File: src/rtl/stage1_issue.sv
// stage1_issue: decode/issue stage feeding the stage-2 ALU.
// Optional same-cycle writeback forwarding is enabled by defining STAGE1_BYPASS_EN.
module stage1_issue #(
  parameter int N    = 32,
  parameter int REGS = 8,
  parameter int IMMW = 14
) (
  input  logic         clock,
  input  logic         reset,
  input  logic         instr_valid,
  input  logic [31:0]  instr,
  output logic         instr_ready,
  input  logic         wb_en,
  input  logic [2:0]   wb_addr,
  input  logic [N-1:0] wb_data,
  input  logic         wb_carry,
  output logic [N-1:0] aluin1,
  output logic [N-1:0] aluin2,
  output logic [2:0]   operation,
  output logic [2:0]   opselect,
  output logic [4:0]   shift_number,
  output logic         enable_arith,
  output logic         enable_shift,
  output logic [2:0]   issue_dest,
  output logic         carry_flag,
  output logic         illegal_instr
);

  logic [1:0]      cls;
  logic [2:0]      f_op;
  logic [2:0]      f_sel;
  logic [2:0]      dest;
  logic [2:0]      src1;
  logic [2:0]      src2;
  logic            imm_sel;
  logic [IMMW-1:0] imm;
  logic [N-1:0]    imm_ext;

  logic is_arith;
  logic is_shift;
  logic is_nop;
  logic is_ill;
  logic is_op;

  logic [N-1:0] rf_q [REGS];
  logic [N-1:0] rf_d [REGS];
  logic [REGS-1:0] pending_q;
  logic [REGS-1:0] pending_d;
  logic carry_q;
  logic carry_d;

  logic [N-1:0] src1_val;
  logic [N-1:0] src2_val;
  logic busy1;
  logic busy2;
  logic busyd;
  logic hazard;
  logic accept;

  logic [N-1:0] aluin1_q, aluin1_d;
  logic [N-1:0] aluin2_q, aluin2_d;
  logic [2:0]   op_q, op_d;
  logic [2:0]   sel_q, sel_d;
  logic [4:0]   sh_q, sh_d;
  logic         ea_q, ea_d;
  logic         es_q, es_d;
  logic [2:0]   dst_q, dst_d;
  logic         ill_q, ill_d;

  // Instruction field extraction and immediate sign extension
  always_comb begin
    cls     = instr[31:30];
    f_op    = instr[29:27];
    f_sel   = instr[26:24];
    dest    = instr[23:21];
    src1    = instr[20:18];
    src2    = instr[17:15];
    imm_sel = instr[14];
    imm     = instr[IMMW-1:0];
    imm_ext = {{(N-IMMW){imm[IMMW-1]}}, imm};
  end

  // Class decode: exactly one class flag is set
  always_comb begin
    is_arith = 1'b0;
    is_shift = 1'b0;
    is_nop   = 1'b0;
    is_ill   = 1'b0;
    unique case (cls)
      2'b00:   is_arith = 1'b1;
      2'b01:   is_shift = 1'b1;
      2'b10:   is_nop   = 1'b1;
      default: is_ill   = 1'b1;
    endcase
    is_op = is_arith | is_shift;
  end

  // Operand read, optionally forwarding the same-cycle writeback
  always_comb begin
    src1_val = rf_q[src1];
    src2_val = rf_q[src2];
`ifdef STAGE1_BYPASS_EN
    if (wb_en && wb_addr == src1 && src1 != 3'd0)
      src1_val = wb_data;
    if (wb_en && wb_addr == src2 && src2 != 3'd0)
      src2_val = wb_data;
`endif
  end

  // Hazard detection against the pending scoreboard
  always_comb begin
`ifdef STAGE1_BYPASS_EN
    busy1 = pending_q[src1] && !(wb_en && wb_addr == src1);
    busy2 = pending_q[src2] && !(wb_en && wb_addr == src2);
    busyd = pending_q[dest] && !(wb_en && wb_addr == dest);
`else
    busy1 = pending_q[src1];
    busy2 = pending_q[src2];
    busyd = pending_q[dest];
`endif
    hazard      = busy1 | (busy2 & ~imm_sel) | busyd;
    instr_ready = ~(instr_valid & is_op & hazard);
    accept      = instr_valid & instr_ready;
  end

  // Register file and carry next state; r0 stays zero
  always_comb begin
    rf_d = rf_q;
    if (wb_en && wb_addr != 3'd0)
      rf_d[wb_addr] = wb_data;
    rf_d[0] = '0;
    carry_d = wb_en ? wb_carry : carry_q;
  end

  // Scoreboard: writeback clears, issue sets, set wins on a tie
  always_comb begin
    pending_d = pending_q;
    if (wb_en)
      pending_d[wb_addr] = 1'b0;
    if (accept && is_op && dest != 3'd0)
      pending_d[dest] = 1'b1;
    pending_d[0] = 1'b0;
  end

  // Issue outputs: pulses default low, data holds unless an op issues
  always_comb begin
    aluin1_d = aluin1_q;
    aluin2_d = aluin2_q;
    op_d     = op_q;
    sel_d    = sel_q;
    sh_d     = sh_q;
    dst_d    = dst_q;
    ea_d     = 1'b0;
    es_d     = 1'b0;
    ill_d    = 1'b0;
    if (accept) begin
      unique case (1'b1)
        is_op: begin
          aluin1_d = src1_val;
          aluin2_d = imm_sel ? imm_ext : src2_val;
          sh_d     = imm_sel ? imm[4:0] : src2_val[4:0];
          op_d     = f_op;
          sel_d    = f_sel;
          dst_d    = dest;
          ea_d     = is_arith;
          es_d     = is_shift;
        end
        is_ill:  ill_d = 1'b1;
        is_nop:  ill_d = 1'b0;
        default: ill_d = 1'b0;
      endcase
    end
  end

  // State registers; reset discards any in-flight issue
  always_ff @(posedge clock or negedge reset) begin
    if (!reset) begin
      for (int i = 0; i < REGS; i++)
        rf_q[i] <= '0;
      pending_q <= '0;
      carry_q   <= 1'b0;
      aluin1_q  <= '0;
      aluin2_q  <= '0;
      op_q      <= '0;
      sel_q     <= '0;
      sh_q      <= '0;
      dst_q     <= '0;
      ea_q      <= 1'b0;
      es_q      <= 1'b0;
      ill_q     <= 1'b0;
    end else begin
      rf_q      <= rf_d;
      pending_q <= pending_d;
      carry_q   <= carry_d;
      aluin1_q  <= aluin1_d;
      aluin2_q  <= aluin2_d;
      op_q      <= op_d;
      sel_q     <= sel_d;
      sh_q      <= sh_d;
      dst_q     <= dst_d;
      ea_q      <= ea_d;
      es_q      <= es_d;
      ill_q     <= ill_d;
    end
  end

  assign aluin1        = aluin1_q;
  assign aluin2        = aluin2_q;
  assign operation     = op_q;
  assign opselect      = sel_q;
  assign shift_number  = sh_q;
  assign enable_arith  = ea_q;
  assign enable_shift  = es_q;
  assign issue_dest    = dst_q;
  assign carry_flag    = carry_q;
  assign illegal_instr = ill_q;

endmodule
File: config.mk
export PLATFORM = sky130hd
export DESIGN_NAME = stage1_issue
export DESIGN_NICKNAME = d
export VERILOG_FILES = /design/src/rtl/stage1_issue.sv
export SDC_FILE = /design/constraint.sdc
export NUM_CORES = 1
export LEC_CHECK = 0
export CAP_MARGIN = 20
export CORE_MARGIN = 5
export CORE_UTILIZATION = 62
export CTS_CLUSTER_SIZE = 20
export DETAILED_ROUTE_END_ITERATION = 10
export HOLD_SLACK_MARGIN = 0.06
export MAX_ROUTING_LAYER = met4
export PLACE_DENSITY_LB_ADDON = 0.2
export RECOVER_POWER = 25
export SLEW_MARGIN = 20
export SYNTH_ARGS = -nofsm -noshare
export SYNTH_HDL_FRONTEND = slang
export SYNTH_SLANG_ARGS = --single-unit
File: constraint.sdc
create_clock -name clock -period 7.3 [get_ports clock]
set_input_delay 2.19 -clock clock [delete_from_list [all_inputs] [get_ports clock]]
set_output_delay 2.19 -clock clock [all_outputs]
set_load 0.03 [all_outputs]
==> flow_summary_export.csv <==
group,metric,value,unit
synth,ys_seq_area_frac,0.503,
worst_hold_path,worstHoldPathType,"flip-flop to flip-flop",
routing,drc_errors,0,
timing,max_freq,0.148,GHz
setup_path,regToRegSetupSlack,4.47,ns
setup_path,cp.arrival,4.58,ns
synth,ys_types,38,
routing,num_vias,10684,
timing,period_minus_slack,6.77,ns
die,rows,57,
final_layout,final_nets,1322,
routing,first_iter_violations,853,
routing,vias_per_cell,6.68,
timing,finalSetupTns,0,ns
global_routing,grt_antenna_before_repair,1,
clock_network,post_cts_resized,0,
placement,place_hpwl,21.9,mm
pwr,max-vdd-ir-drop,251,uV
die,io_pins,155,
timing,clock_skew,0.0126,ns
status,status,"finished, violations left",
global_routing,grt_pass1_vias,11150,
synth,yosys_warnings,0,
global_routing,grt_max_degree,162,
final_layout,nFillCells,1556,
setup_path,critPathRequiredTime,5.11,ns
setup_path,startpoint,"instr[22]",
pwr,leakagePower,7.48,nW
clock_network,cts_setup_buffers,0,
synth,netlist_area,0.0153,sq mm
timing,final-setup-viol-count,0,
placement,portBuffers,154,
synth,ys_ff_latch,308,
die,core-area,0.0243,sq mm
routing,wl,39.5,mm
final_layout,syn2layout_area_growth,19.0,%
setup_path,r2r_start,"pending_q[5]$_DFF_PN0_",
setup_path,path_max_fanout,2,
routing,wl_per_cell,24.7,um
clock_network,clkSinkCount,308,
final_layout,layout.cells.non_filler,1600,
worst_hold_path,timing.hold.worst.start,"operation[2]$_DFFE_PN0P_",
timing,hold_viol_final,0,
synth,synth_edf_count,0,
final_layout,drive_gt1_frac,0.405,
die,start_util,0.630,
setup_path,reg2reg_depth,6,
setup_path,end_kind,"primary output",
worst_hold_path,holdPathEnd,"operation[2]$_DFFE_PN0P_",
global_routing,grt_overflow,0,
synth,synthesis.nets,1215,
clock_network,clkTransAtPathRegs,0.06,ns
timing,fin_crit_sh,0.927,
die,die_h,167,um
clock_network,numCtsBuffers,34,
synth,netlist_instances,1143,
synth,async_flop_share,1.00,
setup_path,crit_type,"input pin to primary output",
clock_network,insertion_delay,0.51,ns
timing,tightest_slew,4.68,ns
clock_network,clock_path_buffers,3,
clock_network,root_buffer,"clkbuf_16",
synth,synth_ff_type,"dfrtp_1",
routing,firstDrtPassIters,5,
setup_path,reg2reg_to,"aluin1[12]$_DFFE_PN0P_",
die,dieWidth,167,um
setup_path,crit_path_start_kind,"input pin",
routing,ant_nets,0,
job,maxCapViolCount,1,
timing,drv_slew,85,
pwr,total_power,6.23,mW
clock_network,tritoncts,"done",
die,die-area,0.0280,sq mm
placement,placed_cells,1538,
clock_network,holdBufCountCts,0,
global_routing,grt_pass1_wl,63.1,mm
timing,grt_setup_unrepaired,"false",
timing,max_slew_margin,-2.12,
status,violations,"max-capacitance violations, max-slew violations",
worst_hold_path,min_path_cells,1,
global_routing,grt_use_total,0.287,
placement,gp_congestion,0.851,
synth,synth_area_per_cell,13.4,sq um
pwr,power_density,342,mW/mm^2
clock_network,htreeDepth,2,
## worst max-delay path: stages
cell	delay, ns
clkdlybuf4s50_1	0.50
mux2_2	0.34
a22o_1	0.23
a221o_1	0.35
a21o_2	0.22
nand2_1	0.07
clkdlybuf4s50_1	0.69
## state kept, by name, summed over array words and instances, names as in the netlist
signal         flops
enable_shift       1
aluin2            32
aluin1            32
carry_flag         1
opselect           3
illegal_instr      1
issue_dest         3
pending_q          7
enable_arith       1
operation          3
rf_q             224
## cells in the mapped netlist (3+ instances only)
cell | number | area (sq um)
nand2_1 | 41 | 154
o31ai_1 | 13 | 97.6
clkbuf_1 | 82 | 308
mux2_2 | 390 | 4390
a21oi_1 | 13 | 65.1
mux4_2 | 33 | 743
a22oi_1 | 32 | 240
o21ai_0 | 34 | 170
mux2_1 | 7 | 78.8
o32a_1 | 19 | 190
o22ai_1 | 35 | 219
nor3_1 | 21 | 105
dfrtp_1 | 308 | 7710
inv_1 | 4 | 15.0
a221oi_1 | 33 | 289
nor2_1 | 4 | 15.0
buf_2 | 6 | 30.0
nor2b_1 | 6 | 37.5
o22a_1 | 13 | 114
buf_1 | 7 | 26.3
buf_4 | 12 | 90.1
mux2i_1 | 3 | 30.0
nand2b_1 | 6 | 37.5
## per-layer routing
layer  global-route usage  wire, um
met1                0.392     16800
met2                0.462     19400
met3               0.0415      2580
met4               0.0755       673
met5                    -         0
## through the flow
stage	setup slack [ns]	instance area, sq um	hold WS (ns)	util
global placement	0.559	17000	0.467	0.701
floorplan	1.03	15300	0.482	-
global route	0.279	18200	0.508	0.750
CTS	0.530	18200	0.490	0.750
finish	0.530	18200	0.486	0.750
detailed placement	0.538	17000	0.477	0.701
## cells by family (layout without fill, tap and decap cells)
logic type / Yosys count / count (layout) / share of synthesized area
multiplexers: 433 / 433 / 0.342
other: 0 / 1 / 0
buffers and inverters: 111 / 243 / 0.0306
flip-flops: 308 / 308 / 0.503
AND/OR/NAND/NOR: 89 / 89 / 0.0278
AO/OA/AOI/OAI: 202 / 202 / 0.0966
## worst max path at each step
stage	slack (ns)	cells past startpoint	endpoint
2_1_floorplan	1.03	8	instr_ready
3_3_place_gp	0.56	7	instr_ready
3_5_place_dp	0.54	7	instr_ready
4_1_cts	0.53	7	instr_ready
5_1_grt	0.28	1	aluin2[10]$_DFFE_PN0P_
6_report	0.53	7	instr_ready
## report_power, final
| group | internal [mW] | total [mW] | switching (mW) |
|---|---|---|---|
| clock network | 1.14 | 1.82 | 0.675 |
| registers | 2.18 | 2.50 | 0.326 |
| logic | 0.989 | 1.91 | 0.919 |
| total | 4.31 | 6.23 | 1.92 |
## layout by cell type, fill, tap and decap left out, types with 20 or more instances in the layout
cell / count
mux2_2: 390
a22oi_1: 32
buf_4: 26
o21ai_0: 34
clkdlybuf4s50_1: 144
o22ai_1: 35
nand2_1: 41
nor3_1: 20
dfrtp_1: 308
a221oi_1: 33
clkbuf_16: 35
mux4_2: 33
## final cells by class
type	instances	area, sq um	share of cell area
Sequential cell	308	7710	0.423
Clock buffer	53	1060	0.0583
Timing Repair Buffer	178	1700	0.0932
Multi-Input combinational cell	724	7200	0.395
Antenna cell	1	2.50	0.000137
Inverter	4	15.0	0.000823
Clock inverter	8	144	0.00789
Tap cell	324	405	0.0222
Power figures use the tool's default switching activity.
